## src/rtl/vtg_pkg.sv

```systemverilog
// Shared definitions for the video timing generator: legacy 256x192 raster
// defaults, the window decode helper and the adjustment sign-extender.
package vtg_pkg;

    // Legacy 256x192 screen timing.
    localparam int VTG_H_TOTAL     = 384;
    localparam int VTG_H_ACT_START = 16;
    localparam int VTG_H_ACT_END   = 272;
    localparam int VTG_HS_START    = 311;
    localparam int VTG_HS_END      = 342;
    localparam int VTG_V_TOTAL     = 263;
    localparam int VTG_V_ACT_START = 16;
    localparam int VTG_V_ACT_END   = 208;
    localparam int VTG_VS_START    = 235;
    localparam int VTG_VS_END      = 242;
    localparam int VTG_CNT_W       = 9;
    localparam int VTG_RGB_W       = 12;

    // Range of the 4-bit signed screen-position adjustment.
    localparam int VTG_ADJ_MIN = -8;
    localparam int VTG_ADJ_MAX = 7;

    // Widest counter the helpers below can handle; narrower counters are
    // zero-extended into this type before comparison.
    localparam int VTG_MAX_W = 16;
    typedef logic [VTG_MAX_W-1:0] vtg_cnt_t;

    // Unsigned half-open window test: start <= cnt < win_end.
    function automatic logic window_in(input vtg_cnt_t cnt,
                                       input vtg_cnt_t win_start,
                                       input vtg_cnt_t win_end);
        return (cnt >= win_start) && (cnt < win_end);
    endfunction

    // Sign-extend a 4-bit adjustment; callers truncate to their counter width,
    // which turns negative shifts into modular subtraction.
    function automatic vtg_cnt_t sext_adj(input logic [3:0] adj);
        return {{(VTG_MAX_W-4){adj[3]}}, adj};
    endfunction

endpackage

```

## src/rtl/vtg_axis_counter.sv

```systemverilog
// One raster axis: wrapping counter with enable, combinational wrap strobe,
// and registered blank/sync flags decoded from the value being loaded so the
// flags line up with the counter they describe.
module vtg_axis_counter
    import vtg_pkg::*;
#(
    parameter int TOTAL      = VTG_H_TOTAL,
    parameter int ACT_START  = VTG_H_ACT_START,
    parameter int ACT_END    = VTG_H_ACT_END,
    parameter int SYNC_START = VTG_HS_START,
    parameter int SYNC_END   = VTG_HS_END,
    parameter int CNT_W      = VTG_CNT_W
) (
    input  logic             clk,
    input  logic             reset,
    input  logic             i_en,
    input  logic [CNT_W-1:0] i_adj,
    output logic [CNT_W-1:0] o_cnt,
    output logic             o_wrap,
    output logic             o_blank,
    output logic             o_sync_n
);

    localparam logic [CNT_W-1:0] LP_LAST       = CNT_W'(TOTAL - 1);
    localparam logic [CNT_W-1:0] LP_SYNC_START = CNT_W'(SYNC_START);
    localparam logic [CNT_W-1:0] LP_SYNC_END   = CNT_W'(SYNC_END);

    // The sync window has to stay inside the raster and clear of the active
    // area for every possible adjustment, otherwise the modular window math
    // below would produce a split or overlapping window.
    generate
        if (CNT_W > VTG_MAX_W || TOTAL > (2 ** CNT_W) ||
            ACT_START >= ACT_END || ACT_END > TOTAL ||
            SYNC_START + VTG_ADJ_MIN < 0 || SYNC_END + VTG_ADJ_MAX > TOTAL ||
            SYNC_START >= SYNC_END ||
            (SYNC_START + VTG_ADJ_MIN < ACT_END &&
             SYNC_END + VTG_ADJ_MAX > ACT_START)) begin : g_bad_timing
            $error("vtg_axis_counter: timing window out of range or overlapping");
        end
    endgenerate

    logic [CNT_W-1:0] r_cnt;
    logic             r_blank;
    logic             r_sync_n;
    logic             w_at_last;
    logic [CNT_W-1:0] w_cnt_next;
    logic [CNT_W-1:0] w_sync_lo;
    logic [CNT_W-1:0] w_sync_hi;

    assign w_at_last  = (r_cnt == LP_LAST);
    assign w_cnt_next = w_at_last ? '0 : r_cnt + 1'b1;
    assign w_sync_lo  = LP_SYNC_START + i_adj;
    assign w_sync_hi  = LP_SYNC_END + i_adj;

    assign o_wrap   = i_en & w_at_last;
    assign o_cnt    = r_cnt;
    assign o_blank  = r_blank;
    assign o_sync_n = r_sync_n;

    // Advance the count and load the flags for the new count on the same edge
    always_ff @(posedge clk) begin
        if (reset) begin
            r_cnt    <= '0;
            r_blank  <= 1'b1;
            r_sync_n <= 1'b1;
        end else if (i_en) begin
            r_cnt    <= w_cnt_next;
            r_blank  <= ~window_in(vtg_cnt_t'(w_cnt_next),
                                   vtg_cnt_t'(ACT_START),
                                   vtg_cnt_t'(ACT_END));
            r_sync_n <= ~window_in(vtg_cnt_t'(w_cnt_next),
                                   vtg_cnt_t'(w_sync_lo),
                                   vtg_cnt_t'(w_sync_hi));
        end
    end

endmodule

```

## src/rtl/video_timing_gen.sv

```systemverilog
// Parametrised raster timing generator with RGB blanking, clocked from the
// system clock and advanced by a pixel clock-enable.
// Optional feature: define VTG_ADJUST_EN to latch h_adj/v_adj at each frame
// wrap and shift the sync windows; otherwise the inputs are ignored.
module video_timing_gen
    import vtg_pkg::*;
#(
    parameter int H_TOTAL     = VTG_H_TOTAL,
    parameter int H_ACT_START = VTG_H_ACT_START,
    parameter int H_ACT_END   = VTG_H_ACT_END,
    parameter int HS_START    = VTG_HS_START,
    parameter int HS_END      = VTG_HS_END,
    parameter int V_TOTAL     = VTG_V_TOTAL,
    parameter int V_ACT_START = VTG_V_ACT_START,
    parameter int V_ACT_END   = VTG_V_ACT_END,
    parameter int VS_START    = VTG_VS_START,
    parameter int VS_END      = VTG_VS_END,
    parameter int CNT_W       = VTG_CNT_W,
    parameter int RGB_W       = VTG_RGB_W
) (
    input  logic             clk,
    input  logic             reset,
    input  logic             ce_pix,
    input  logic [3:0]       h_adj,
    input  logic [3:0]       v_adj,
    input  logic [RGB_W-1:0] rgb_in,
    output logic [CNT_W-1:0] hpos,
    output logic [CNT_W-1:0] vpos,
    output logic             hblank,
    output logic             vblank,
    output logic             hsync_n,
    output logic             vsync_n,
    output logic             line_start,
    output logic             frame_start,
    output logic [RGB_W-1:0] rgb_out
);

    localparam logic [CNT_W-1:0] LP_H_ACT_START = CNT_W'(H_ACT_START);
    localparam logic [CNT_W-1:0] LP_V_ACT_START = CNT_W'(V_ACT_START);

    logic [CNT_W-1:0] w_hcnt;
    logic [CNT_W-1:0] w_vcnt;
    logic             w_h_wrap;
    logic             w_v_en;
    logic             w_frame_wrap;
    logic [CNT_W-1:0] w_ha_next;
    logic [CNT_W-1:0] w_va_next;
    logic             w_blank_now;
    logic [RGB_W-1:0] w_rgb_masked;

    logic             r_line_start;
    logic             r_frame_start;
    logic [RGB_W-1:0] r_rgb;

    // The vertical axis only steps on a horizontal wrap, so its wrap strobe
    // already implies the end of the last line of the frame.
    assign w_v_en = w_h_wrap;

`ifdef VTG_ADJUST_EN
    logic [CNT_W-1:0] r_ha;
    logic [CNT_W-1:0] r_va;

    // New adjustments take effect together with the first pixel of the frame
    // so a change made mid-frame cannot tear the picture.
    assign w_ha_next = w_frame_wrap ? CNT_W'(sext_adj(h_adj)) : r_ha;
    assign w_va_next = w_frame_wrap ? CNT_W'(sext_adj(v_adj)) : r_va;

    // Hold the adjustments that apply to the current frame
    always_ff @(posedge clk) begin
        if (reset) begin
            r_ha <= '0;
            r_va <= '0;
        end else begin
            r_ha <= w_ha_next;
            r_va <= w_va_next;
        end
    end
`else
    logic w_unused_adj;

    assign w_unused_adj = ^{h_adj, v_adj};
    assign w_ha_next    = '0;
    assign w_va_next    = '0;
`endif

    vtg_axis_counter #(
        .TOTAL      (H_TOTAL),
        .ACT_START  (H_ACT_START),
        .ACT_END    (H_ACT_END),
        .SYNC_START (HS_START),
        .SYNC_END   (HS_END),
        .CNT_W      (CNT_W)
    ) u_h_axis (
        .clk      (clk),
        .reset    (reset),
        .i_en     (ce_pix),
        .i_adj    (w_ha_next),
        .o_cnt    (w_hcnt),
        .o_wrap   (w_h_wrap),
        .o_blank  (hblank),
        .o_sync_n (hsync_n)
    );

    vtg_axis_counter #(
        .TOTAL      (V_TOTAL),
        .ACT_START  (V_ACT_START),
        .ACT_END    (V_ACT_END),
        .SYNC_START (VS_START),
        .SYNC_END   (VS_END),
        .CNT_W      (CNT_W)
    ) u_v_axis (
        .clk      (clk),
        .reset    (reset),
        .i_en     (w_v_en),
        .i_adj    (w_va_next),
        .o_cnt    (w_vcnt),
        .o_wrap   (w_frame_wrap),
        .o_blank  (vblank),
        .o_sync_n (vsync_n)
    );

    // Positions are relative to the first active pixel/line; values before
    // the active start wrap around modulo 2^CNT_W.
    assign hpos = w_hcnt - LP_H_ACT_START;
    assign vpos = w_vcnt - LP_V_ACT_START;

    // The pixel arriving now belongs to the position whose flags are still
    // registered, so blanking uses the pre-update flags.
    assign w_blank_now = hblank | vblank;

    genvar gi;
    generate
        for (gi = 0; gi < RGB_W; gi++) begin : g_rgb_mask
            assign w_rgb_masked[gi] = rgb_in[gi] & ~w_blank_now;
        end
    endgenerate

    // Strobes follow the wrapping ce by one clk; RGB is captured once per ce
    always_ff @(posedge clk) begin
        if (reset) begin
            r_line_start  <= 1'b0;
            r_frame_start <= 1'b0;
            r_rgb         <= '0;
        end else begin
            r_line_start  <= w_h_wrap;
            r_frame_start <= w_frame_wrap;
            if (ce_pix) begin
                r_rgb <= w_rgb_masked;
            end
        end
    end

    assign line_start  = r_line_start;
    assign frame_start = r_frame_start;
    assign rgb_out     = r_rgb;

endmodule

```

## config.mk

```make
export PLATFORM = sky130hd
export DESIGN_NAME = video_timing_gen
export DESIGN_NICKNAME = d
export VERILOG_FILES = /design/src/rtl/vtg_pkg.sv /design/src/rtl/vtg_axis_counter.sv /design/src/rtl/video_timing_gen.sv
export SDC_FILE = /design/constraint.sdc
export NUM_CORES = 1
export LEC_CHECK = 0
export BUFFER_PORTS_ARGS = -buffer_cell sky130_fd_sc_hd__buf_4
export CAP_MARGIN = 10
export CORE_MARGIN = 10
export CORE_UTILIZATION = 30
export CTS_BUF_LIST = sky130_fd_sc_hd__clkbuf_4 sky130_fd_sc_hd__clkbuf_8
export CTS_CLUSTER_DIAMETER = 100
export DETAILED_ROUTE_END_ITERATION = 8
export PLACE_DENSITY = 0.56
export SYNTH_ARGS = -nofsm -noshare
export SYNTH_HDL_FRONTEND = slang
export SYNTH_HIERARCHICAL = 1
export SYNTH_SLANG_ARGS = --single-unit
```

## constraint.sdc

```tcl
create_clock -name clk -period 3.2 [get_ports clk]
set_input_delay 0.64 -clock clk [delete_from_list [all_inputs] [get_ports clk]]
set_output_delay 0.64 -clock clk [all_outputs]
set_load 0.02 [all_outputs]
```

* After elaboration in Yosys (flattened, before gate mapping) *
Index checks and enable logic that the tools add are counted.

storage, ports and cells
  output and inout bits = 36
  register bits after elaboration = 36
  input port bits = 23
  word-level logic and storage cells = 49

cells by class
  multiplexer cells = 2
  add/subtract/negate cells = 4
  magnitude comparators = 8
  bitwise gates (word level) = 20
  equality and inequality tests = 2
  reductions and logical operators = 4

operator list
  kind                 count
  $add 9x1->9 const B  2
  $eq 9x9->1 const B   2
  $ge 9x5->1 const B   2
  $lt 9x8->1 const B   2
  $lt 9x9->1 const B   2
  $mux 9               2
  $sub 9x5->9 const B  2
  $and 1x1->1          14
  $ge 9x8->1 const B   1
  $ge 9x9->1 const B   1
  $not 1->1            5
  $logic_and 1x1->1    4
  $or 1x1->1           1

* Longest topological paths before layout *
Gate-level depths: netlist of the first run.

  depth in word-level cells = 5
  depth in mapped cells = 13
  depth with buffers taken out = 13

* Cells and area by module *
The synthesis of the first run kept the hierarchy.

by module, submodules not included
  module                        area an instance (um^2)  instances  seq. area each (um^2)  cells each
  vtg_axis_counter at u_v_axis  1,373.8                  1          220.2                  168
  vtg_axis_counter at u_h_axis  1,247.4                  1          220.2                  157
  video_timing_gen              719.4                    1          280.3                  76

* Least setup slack after synthesis of the first run *
OpenSTA, ideal clock, no wires.

  path kind = register -> register
  start point = register u_v_axis.r_cnt[1], in the netlist u_v_axis/o_cnt[1]
  end point = register u_v_axis.r_sync_n, in the netlist u_v_axis/o_sync_n
  data arrival time = 2.402 ns
  path slack = 0.680 ns
  buffers on the path = 1
  cell stages (with the launch flop) = 12
  cell sequence = dfxtp_1 > ha_1 > buf_6 > nand4_1 > or3_1 > a21oi_1 > ha_1 > nand4_1 > nor2_1 > nor4_1 > o311ai_1 > a32o_1

between the ends
  word-level cells in the longest chain between the ends = 5
  elaborated cells on any way between the ends = 7
  those cells by class = add/sub (1); order compare (2); eq/ne (1); mux (1); bitwise (1); reduce/logical (1)

ends and longest elaborated chain
  element                                           RTL line                                        RTL
  start: declaration                                vtg_axis_counter.sv:42                          logic [CNT_W-1:0] r_cnt;
  start signal: assignment                          vtg_axis_counter.sv:67                          r_cnt <= w_cnt_next;
  $add 9x1->9 / $eq 9x9->1 (equally long branches)  vtg_axis_counter.sv:51, vtg_axis_counter.sv:50
  $mux 9 (*)                                        vtg_axis_counter.sv:51                          assign w_cnt_next = w_at_last ? '0 : r_cnt + 1'b1;
  via u_v_axis.w_cnt_next[8]                        vtg_axis_counter.sv:46                          logic [CNT_W-1:0] w_cnt_next;
  $ge 9x8->1 / $lt 9x8->1 (equally long branches)   vtg_pkg.sv:32                                   return (cnt >= win_start) && (cnt < win_end);
  $logic_and 1x1->1 (*)                             vtg_pkg.sv:32
  $not 1->1 (*)                                     vtg_axis_counter.sv:71                          r_sync_n <= ~window_in(vtg_cnt_t'(w_cnt_next),
  end signal: assignment                            vtg_axis_counter.sv:71
  end: declaration                                  vtg_axis_counter.sv:44                          logic r_sync_n;

The timed path passes the listed nets; every way through them passes the cells marked *.
A chain may end at the register's enable or synchronous reset.

* Final worst setup path of the first run *
Ends and elaborated chain as after synthesis.

==> flow_metrics.py, run 1 <==
metrics = {
    "run_status": {
        "status": "finished, final reports clean",
    },
    "layout": {
        "layout-drive-gt1-share": 0.133,
        "nFillCells": 1123,
        "antennaDiodeCount": 0,
        "utilization": 0.375,
        "nNetsFinal": 570,
        "area_delta_synth_final_pct": 22.2,
        "regArea_um2": 721,
        "multi_input_area_um2": 2630,
    },
    "critical_path": {
        "ff2ff_path_depth": 10,
        "crit_family": "simple AND/OR/NAND/NOR gates",
        "crit_buf_inv": 0,
        "worst_ep_arrival_time_ns": 2.93,
        "required_ns": 3.39,
        "path_cells": "ha_1 -> nand4_1 -> or3_1 -> a21oi_1 -> ha_1 -> nand4_1 -> nor2_1 -> nor4_1 -> o311ai_1 -> a32o_1",
        "regToRegStartpoint": "u_v_axis/o_cnt[1]",
        "critPathMaxFanout": 7,
        "max_stage_delay_ns": 0.43,
        "r2r_end": "u_v_axis/o_sync_n",
        "slowest_stage": "dfxtp_1",
        "worstSetupEndpointType": "flop",
        "r2r_setup_slack_ns": 0.45,
        "critPathLaunchType": "flop",
        "crit_type": "flop to flop",
    },
    "floorplan": {
        "die_y_um": 126,
        "start_util": 0.307,
        "num_rows": 38,
        "ios": 59,
        "die-area_um2": 15800,
        "core_um2": 10900,
        "die_w_um": 126,
    },
    "min_path": {
        "min_from": "rgb_out[0]",
        "min_to": "rgb_out[0]",
        "min_path_cells": 2,
        "hp-class": "flop to flop",
    },
    "clocking": {
        "postCtsHoldBufs": 0,
        "cts_buffers": 5,
        "post_cts_buffers": 0,
        "clk_latency_ns": 0.29,
        "clk_pin_slew_worst_paths_ns": 0.07,
        "cts_buffer_depth": 2,
        "ctsHtreeMaxLevel": 2,
        "clock_sinks": 36,
        "tritoncts": "built",
        "clockRootBuffer": "clkbuf_8",
        "ctsResizeCount": 0,
    },
    "placed_design": {
        "post-place-ws_ns": 0.456,
        "hpwl_um": 5970,
        "port_buffers": 50,
        "place.gp.congestion": 0.809,
    },
    "synth": {
        "synth_warnings": 6,
        "synth_ff_type": "dfxtp_1",
        "synth_edf_count": 0,
        "yosys.cell_types.count": 55,
        "ys_ff_latch": 36,
        "syn-cell-area_um2": 3340,
        "ys_seq_area_frac": 0.216,
        "synthesis.instances": 401,
        "synth_area_per_cell_um2": 8.33,
        "async_reset_ff_frac": 0,
    },
    "route": {
        "drt_iter0_markers": 160,
        "wl_um": 7630,
        "remaining_drc_errors": 0,
        "detail-route-antenna-nets": 0,
        "first_pass_iters": 5,
        "wl_per_cell_um": 11.8,
        "vias_per_cell": 4.48,
        "vias": 2889,
    },
    "sta": {
        "rsz0062_at_grt": "false",
        "hold_viol": 0,
        "worst_slack_ns": 0.453,
        "finalCriticalPeriod_ns": 2.75,
        "fin_worst_skew_ns": 0.00368,
        "drv_slew": 0,
        "fin_crit_sh": 0.858,
        "clock.fmax_mhz": 364,
        "setup_viol": 0,
        "worst_hold_slack_ns": 0.474,
        "tns_ns": 0,
    },
    "global_route": {
        "grt_max_degree": 41,
        "grt_pass1_vias": 2693,
        "grt.overflow.total": 0,
        "grt.total_usage": 0.0950,
        "grt_pass1_wl_um": 13000,
        "antenna_found_initial": 0,
    },
    "power_and_ir_drop": {
        "finalPower_mw": 1.04,
        "power_density_nw_per_um2": 255,
        "leakagePower_nw": 1.81,
        "vdd_drop_max_mv": 0.183,
    },
    "run": {
        "cap_violations": 0,
    },
}
worst max-delay path by stage:
| stage | slack, ns | cells past startpoint | startpoint | endpoint |
|---|---|---|---|---|
| floorplan | 0.68 | 11 | u_v_axis/o_cnt[1] | u_v_axis/o_sync_n |
| finish | 0.45 | 10 | u_v_axis/o_cnt[1] | u_v_axis/o_sync_n |
| detailed placement | 0.46 | 10 | u_v_axis/o_cnt[1] | u_v_axis/o_sync_n |
| global route | 0.27 | 10 | u_v_axis/o_cnt[1] | u_v_axis/o_sync_n |
| CTS | 0.43 | 10 | u_v_axis/o_cnt[1] | u_v_axis/o_sync_n |
| global placement | 0.52 | 10 | u_v_axis/o_cnt[1] | u_v_axis/o_sync_n |
sequential cells by signal, summed over array words and instances (netlist names):
register / count
u_v_axis/o_blank: 1
u_h_axis/o_cnt: 9
u_v_axis/o_cnt: 9
u_h_axis/o_blank: 1
u_h_axis/o_sync_n: 1
line_start: 1
rgb_out: 12
frame_start: 1
u_v_axis/o_sync_n: 1
kinds of logic (layout without fill, tap and decap cells):
group           Yosys count  in the layout  share of synthesized area
xor+xnor                 48             48                      0.126
fa+ha+maj                44             44                      0.163
simple gates            147            147                      0.261
flops                    36             36                      0.216
mux                       8              8                     0.0255
buf+inv                  44             78                     0.0749
compound gates           73             73                      0.132
other cells               1             71                    0.00112
routing by layer:
layer	GRT usage	vias to the layer above	share of wire
met2	0.146	64	0.42
met3	0.0249	6	0.063
met5	0	-	0
met1	0.128	1275	0.50
met4	0.0244	0	0.010
li1	-	1544	-
cells in the mapped netlist, types with 3 or more instances:
| master | instances | share of area |
|---|---|---|
| nor2_1 | 29 | 0.033 |
| nor3b_1 | 4 | 0.0090 |
| nand2b_1 | 16 | 0.030 |
| buf_4 | 4 | 0.0090 |
| or3_1 | 4 | 0.0075 |
| nand3_1 | 12 | 0.018 |
| or2_2 | 3 | 0.0056 |
| xnor2_1 | 23 | 0.060 |
| nand4_1 | 9 | 0.017 |
| a211oi_1 | 3 | 0.0067 |
| nor4_1 | 3 | 0.0056 |
| ha_1 | 42 | 0.16 |
| dfxtp_1 | 36 | 0.22 |
| a21o_1 | 4 | 0.0090 |
| nor3_1 | 9 | 0.013 |
| nor2b_1 | 11 | 0.021 |
| a21oi_1 | 34 | 0.051 |
| mux2i_1 | 7 | 0.021 |
| buf_6 | 6 | 0.020 |
| inv_1 | 20 | 0.022 |
| nand2_1 | 21 | 0.024 |
| a31oi_1 | 3 | 0.0056 |
| clkbuf_1 | 8 | 0.0090 |
| xor2_1 | 25 | 0.066 |
| o21ai_0 | 13 | 0.019 |
| o21a_1 | 3 | 0.0067 |
| and2_1 | 3 | 0.0056 |
| nand4bb_1 | 12 | 0.040 |
worst register-to-register path: stages (launching register included):
cell,delay [ns]
dfxtp_1,0.43
ha_1,0.37
nand4_1,0.17
or3_1,0.38
a21oi_1,0.29
ha_1,0.30
nand4_1,0.12
nor2_1,0.06
nor4_1,0.17
o311ai_1,0.14
a32o_1,0.21
per-stage QoR:
stage	cells	area [um2]
floorplan	471	3600
global placement	638	3990
detailed placement	638	3990
CTS	645	4080
global route	645	4080
finish	645	4080
final cells by class:
class,instances,share of cell area
Multi-Input combinational cell,391,0.645
Sequential cell,36,0.177
Timing Repair Buffer,51,0.0938
Tap cell,140,0.0429
Clock buffer,7,0.0236
Inverter,20,0.0184
power by group:
part | switching [mW] | internal, mW
Combinational | 0.120 | 0.102
Clock | 0.164 | 0.192
Sequential | 0.0105 | 0.453
layout by cell type (no fill, tap or decap), types with 7 or more instances in the layout:
cell type  synthesis  routed
inv_1             20      20
mux2i_1            7       7
dfxtp_1           36      36
a21oi_1           34      34
nand2_1           21      21
xnor2_1           23      23
buf_4              4      51
nor3_1             9       9
nand4_1            9       9
ha_1              42      42
nand2b_1          16      16
xor2_1            25      25
nor2b_1           11      11
nand3_1           12      12
nand4bb_1         12      12
o21ai_0           13      13
clkbuf_8           2       7
nor2_1            29      29
conb_1             1      71
Power figures use the tool's default switching activity.
==> run 2: changes to the inputs <==
--- a/config.mk
+++ b/config.mk
@@ -5,6 +5,7 @@
 export SDC_FILE = /design/constraint.sdc
 export NUM_CORES = 1
 export LEC_CHECK = 0
+export ABC_AREA = 1
 export BUFFER_PORTS_ARGS = -buffer_cell sky130_fd_sc_hd__buf_4
 export CAP_MARGIN = 10
 export CORE_MARGIN = 10
==> flow_metrics.py, run 2 <==
metrics = {
    "synth": {
        "yosys.cell_types.count": 30,
        "synth_edf_count": 0,
        "synthesis.instances": 509,
        "yosys-top-cells-count": "140 x nand2_1, 83 x inv_1, 42 x ha_1",
        "ys_seq_area_frac": 0.218,
        "yosysTopAreaCellShare": 0.218,
        "async_reset_ff_frac": 0,
        "synth_warnings": 6,
        "synth_area_leaders": "dfxtp_1 22%, ha_1 16%, nand2_1 16%",
        "ys_ff_latch": 36,
        "synth_ff_type": "dfxtp_1",
        "yosys.area.top_type": "dfxtp_1",
        "syn-cell-area_um2": 3300,
        "synth_most_common_cell": "nand2_1",
        "synth_area_per_cell_um2": 6.49,
    },
    "critical_path": {
        "critPathMaxFanout": 6,
        "path_common_cell": "nand2_1",
        "crit_end": "u_h_axis/o_sync_n",
        "ff2ff_path_depth": 18,
        "critPathLaunch": "u_h_axis/o_cnt[1]",
        "path_depth": 18,
        "crit_buf_inv": 2,
        "crit_family": "simple AND/OR/NAND/NOR gates",
        "critPathLaunchType": "flop",
        "r2r_setup_slack_ns": 0.83,
        "worst_ep_arrival_time_ns": 2.55,
        "max_stage_delay_ns": 0.40,
        "required_ns": 3.38,
        "crit_type": "flop to flop",
        "slowest_stage": "dfxtp_1",
        "regToRegStartpoint": "u_h_axis/o_cnt[1]",
        "worstSetupEndpointType": "flop",
        "path_cells": "ha_1 -> nand3_2 -> nor2_4 -> nand2_2 -> nand3_2 -> inv_1 -> ha_1 -> nand2_1 -> inv_1 -> nand2_1 -> nor2_1 -> nand2_1 -> nor2_1 -> nor2_1 -> nand2_1 -> nand3_1 -> nand2_1 -> nand2_1",
        "r2r_end": "u_h_axis/o_sync_n",
    },
    "route": {
        "detail-route-antenna-nets": 0,
        "vias": 3254,
        "vias_per_cell": 4.28,
        "wl_per_cell_um": 10.3,
        "route.met2.wl_um": 3340,
        "wl_met1_um": 4150,
        "top_layer_used": "met4",
        "remaining_drc_errors": 0,
        "drt_iter0_markers": 169,
        "first_pass_iters": 4,
        "wl_met3_um": 258,
        "wl_um": 7870,
    },
    "global_route": {
        "grt_pass1_wl_um": 13900,
        "grt_max_degree": 42,
        "grt.total_usage": 0.101,
        "grt.overflow.total": 0,
        "antenna_found_initial": 0,
        "grt_pass1_vias": 3094,
    },
    "clocking": {
        "cts_buffer_depth": 2,
        "cts_buffers": 5,
        "post_cts_buffers": 0,
        "ctsHtreeMaxLevel": 2,
        "clock_sinks": 36,
        "clockRootBuffer": "clkbuf_8",
        "clk_latency_ns": 0.28,
        "clk_pin_slew_worst_paths_ns": 0.08,
        "ctsResizeCount": 0,
        "postCtsHoldBufs": 0,
        "tritoncts": "built",
    },
    "layout": {
        "largest_reg_flops": 12,
        "antennaDiodeCount": 0,
        "mostFrequentLayoutCell": "nand2_1",
        "nNetsFinal": 684,
        "nFillCells": 1090,
        "utilization": 0.383,
        "area_delta_synth_final_pct": 25.3,
        "final_cell_mix": "140 x nand2_1, 83 x inv_1, 60 x conb_1, 51 x buf_4, 42 x ha_1",
        "layout-drive-gt1-share": 0.145,
    },
    "floorplan": {
        "die_y_um": 125,
        "ios": 59,
        "core_um2": 10800,
        "num_rows": 38,
        "start_util": 0.306,
        "die_w_um": 125,
        "die-area_um2": 15600,
    },
    "sta": {
        "finalCriticalPeriod_ns": 2.37,
        "fin_worst_skew_ns": 0.00361,
        "drv_slew": 0,
        "setup_viol": 0,
        "tns_ns": 0,
        "fin_crit_sh": 0.742,
        "rsz0062_at_grt": "false",
        "hold_viol": 0,
        "clock.fmax_mhz": 421,
    },
    "run_status": {
        "status": "finished, final reports clean",
    },
    "run": {
        "cap_violations": 0,
    },
    "power_and_ir_drop": {
        "vdd_drop_max_mv": 0.230,
        "power_density_nw_per_um2": 294,
        "finalPower_mw": 1.21,
        "leakagePower_nw": 2.26,
    },
    "placed_design": {
        "hpwl_um": 6520,
        "place.gp.congestion": 0.816,
        "port_buffers": 50,
    },
    "min_path": {
        "hp-class": "flop to flop",
    },
}
## run 2: changes by cell type after synthesis, moves of 7 or more
cell	previous run	this run
nand2_1	21	140
inv_1	20	83
xnor2_1	23	1
nand2b_1	16	0
o21ai_0	13	29
nand3_1	12	26
nand4bb_1	12	0
nor2b_1	11	0
a21oi_2	0	10
o21ai_1	0	9
clkbuf_1	8	1
mux2i_1	7	0
## run 2: worst min path at each step
| stage | start | end | slack (ns) | cells past startpoint |
|---|---|---|---|---|
| 2_1_floorplan | u_v_axis/o_cnt[5] | u_v_axis/o_cnt[5] | 0.53 | 2 |
| 3_3_place_gp | u_v_axis/o_sync_n | u_v_axis/o_sync_n | 0.46 | 2 |
| 3_5_place_dp | u_v_axis/o_sync_n | u_v_axis/o_sync_n | 0.48 | 2 |
| 4_1_cts | u_v_axis/o_sync_n | u_v_axis/o_sync_n | 0.50 | 2 |
| 5_1_grt | u_v_axis/o_sync_n | u_v_axis/o_sync_n | 0.52 | 2 |
| 6_report | u_v_axis/o_sync_n | u_v_axis/o_sync_n | 0.49 | 2 |
## run 2: logic make-up (layout without fill, tap and decap cells)
kind of cell | count (synthesis) | count (layout) | share of synthesized area
AOI/OAI and AO/OA | 87 | 87 | 0.148
xor gates and xnor gates | 25 | 25 | 0.0663
adders and majority gates | 42 | 42 | 0.159
buffers and inverters | 95 | 147 | 0.117
DFF | 36 | 36 | 0.218
other | 1 | 60 | 0.00114
and+or+nand+nor | 223 | 223 | 0.290
## run 2: layout make-up
cell class | instances | area [um2] | area share
Inverter | 88 | 330 | 0.0799
Timing Repair Buffer | 51 | 383 | 0.0926
Multi-Input combinational cell | 437 | 2420 | 0.584
Sequential cell | 36 | 721 | 0.174
Clock inverter | 3 | 42.5 | 0.0103
Tap cell | 140 | 175 | 0.0423
Clock buffer | 5 | 68.8 | 0.0166
## run 2: worst min-delay path: cells and delay by family, from the launching register on
kind             cells  cell delay [ns]
AO/OA/AOI/OAI        1             0.07
flip-flops           1             0.34
AND/OR/NAND/NOR      1             0.05
## run 2: report_power, final
group	switching (mW)	internal, mW
sequential	0.0187	0.465
clock	0.169	0.231
combinational	0.198	0.133
## run 2: layer usage
metal / vias to the layer above / GRT usage
li1: 1783 / -
met1: 1405 / 0.137
met2: 60 / 0.160
met3: 6 / 0.0166
met4: 0 / 0.0325
met5: - / 0
## run 2: stage by stage
stage	cell area, um2	hold slack [ns]	setup slack [ns]	instances
after floorplan	3520	0.535	0.987	568
after detailed placement	4030	0.475	0.837	752
after global routing	4140	0.518	0.546	760
after global placement	4030	0.460	0.885	752
after CTS	4140	0.496	0.819	760
final	4140	0.489	0.826	760
==> run 3: changes to the inputs <==
--- a/config.mk
+++ b/config.mk
@@ -13,7 +13,7 @@
 export CTS_BUF_LIST = sky130_fd_sc_hd__clkbuf_4 sky130_fd_sc_hd__clkbuf_8
 export CTS_CLUSTER_DIAMETER = 100
 export DETAILED_ROUTE_END_ITERATION = 8
-export PLACE_DENSITY = 0.56
+export PLACE_DENSITY = 0.58
 export SYNTH_ARGS = -nofsm -noshare
 export SYNTH_HDL_FRONTEND = slang
 export SYNTH_HIERARCHICAL = 1
==> constraint.sdc (replaced) <==
create_clock -name clk -period 2.1 [get_ports clk]
set_input_delay 0.42 -clock clk [delete_from_list [all_inputs] [get_ports clk]]
set_output_delay 0.42 -clock clk [all_outputs]
set_load 0.02 [all_outputs]
==> flow_metrics.py, run 3 (synthesis results as in run 2) <==
metrics = {
    "layout": {
        "area_delta_synth_final_pct": 43.1,
        "mostFrequentLayoutCell": "nand2_1",
        "utilization": 0.438,
        "antennaDiodeCount": 0,
        "nNetsFinal": 729,
        "layout-drive-gt1-share": 0.274,
        "largest_reg_flops": 12,
        "final_cell_mix": "128 x nand2_1, 93 x buf_4, 74 x inv_1, 60 x conb_1, 33 x a21oi_1",
        "fin_cells": 805,
    },
    "power_and_ir_drop": {
        "internal_power_mw": 1.20,
        "power_frac_seq": 0.398,
        "finalPower_mw": 1.84,
        "leakagePower_nw": 2.48,
        "p_sw_frac": 0.348,
        "vdd_drop_max_mv": 0.308,
        "power_density_nw_per_um2": 390,
        "clkPwrFrac": 0.274,
        "comb_power_share": 0.328,
        "p_sw_mw": 0.641,
    },
    "placed_design": {
        "place.gp.congestion": 0.849,
        "dp.cells": 784,
        "port_buffers": 50,
        "hpwl_um": 6720,
    },
    "global_route": {
        "antenna_found_initial": 0,
        "grt_max_degree": 41,
        "grt.overflow.total": 0,
        "grt_pass1_wl_um": 14200,
        "grt.total_usage": 0.103,
        "grt_pass1_vias": 3219,
    },
    "floorplan": {
        "die_w_um": 125,
        "num_rows": 38,
        "die-area_um2": 15600,
        "core_um2": 10800,
        "die_y_um": 125,
        "ios": 59,
        "start_util": 0.306,
    },
    "sta": {
        "fin_worst_skew_ns": 0.0123,
        "rsz0062_at_grt": "true",
        "hold_viol": 0,
        "fin_crit_sh": 1.01,
        "drv_slew": 0,
        "tns_ns": -0.0163,
        "finalCriticalPeriod_ns": 2.12,
        "setup_viol": 1,
        "clock.fmax_mhz": 473,
        "worst_slack_ns": -0.0163,
    },
    "critical_path": {
        "crit_type": "flop to flop",
        "critPathMaxFanout": 5,
        "required_ns": 2.34,
        "worstSetupEndpointType": "flop",
        "worst_ep_arrival_time_ns": 2.36,
        "critPathLaunchType": "flop",
    },
    "run_status": {
        "violations": "negative setup slack",
        "status": "complete, but fails checks",
    },
    "route": {
        "vias_per_cell": 4.29,
        "wl_um": 8520,
        "drt_iter0_markers": 134,
        "wl_per_cell_um": 10.6,
        "first_pass_iters": 4,
        "remaining_drc_errors": 0,
        "detail-route-antenna-nets": 0,
        "vias": 3455,
    },
    "clocking": {
        "cts_buffers": 5,
        "clock_sinks": 36,
        "cts_buffer_depth": 2,
        "clockRootBuffer": "clkbuf_8",
        "ctsHtreeMaxLevel": 2,
        "clk_pin_slew_worst_paths_ns": 0.08,
        "tritoncts": "built",
        "clk_latency_ns": 0.30,
    },
    "run": {
        "cap_violations": 0,
    },
    "min_path": {
        "hp-class": "input pin to flop",
    },
}
-- run 3: critical path, stage by stage, from the launching register on --
cell and delay [ns]:
dfxtp_4 0.37, ha_4 0.14, nand3_4 0.08, nor2_4 0.16, nand2_4 0.10, buf_4 0.14
nand2_1 0.08, inv_1 0.08, ha_1 0.31, inv_1 0.06, o21bai_1 0.07, nor2_1 0.09
nand2_1 0.06, nand3_1 0.08, nand2_1 0.07, nand3_2 0.06, nand2_1 0.05, nand2_1 0.07
-- run 3: worst paths after layout --
| check | start | to | slack (ns) | cells past startpoint |
|---|---|---|---|---|
| worst max-delay path | u_h_axis/o_cnt[1] | u_h_axis/o_sync_n | -0.02 | 17 |
| worst min-delay path | rgb_in[11] | rgb_out[11] | 0.38 | 3 |
| worst max register to register | u_h_axis/o_cnt[1] | u_h_axis/o_sync_n | -0.02 | 17 |
| worst min register to register | u_h_axis/o_sync_n | u_h_axis/o_sync_n | 0.50 | 2 |
-- run 3: area by class of cell --
cell class                 count  area (um2)
inverter                      88         340
clock inverter                 3        18.8
sequential                    36         733
clock buffer                   5        68.8
tap                          140         175
multi-input combinational    437        2650
fill                        1090        6070
timing repair buffer          96         741
-- run 3: through the flow --
step	hold slack, ns	cell area (um2)	setup WS, ns
final	0.375	4730	-0.0163
after global routing	0.378	4730	-0.225
after CTS	0.369	4430	0.00158
after detailed placement	0.484	4280	-0.0433
after global placement	0.495	4280	-0.0233
after floorplan	0.491	3540	-0.00340
-- run 3: power by group through the flow --
| stage | logic, mW | registers, mW | clock network, mW |
|---|---|---|---|
| floorplan | 0.336 | 0.773 | 0 |
| global placement | 0.512 | 0.747 | 0 |
| detailed placement | 0.523 | 0.747 | 0 |
| CTS | 0.530 | 0.734 | 0.525 |
| global route | 0.693 | 0.738 | 0.552 |
| finish | 0.606 | 0.734 | 0.505 |
-- run 3: metal layers --
layer | GRT usage | up-vias | part of all wire
met1 | 0.133 | 1517 | 0.49
met5 | 0 | - | 0
met3 | 0.0183 | 6 | 0.048
li1 | - | 1870 | -
met4 | 0.0352 | 0 | 0.013
met2 | 0.169 | 62 | 0.45
-- run 3: timing repair --
| action | 4_1_cts | 5_1_grt |
|---|---|---|
| buffers inserted | 1 | 12 |
| hold buffers | 0 | 0 |
| pin swaps | 4 | 35 |
| hold endpoints to repair | 0 | 0 |
| resized for setup | 8 | 50 |
| setup endpoints to repair | 2 | 2 |
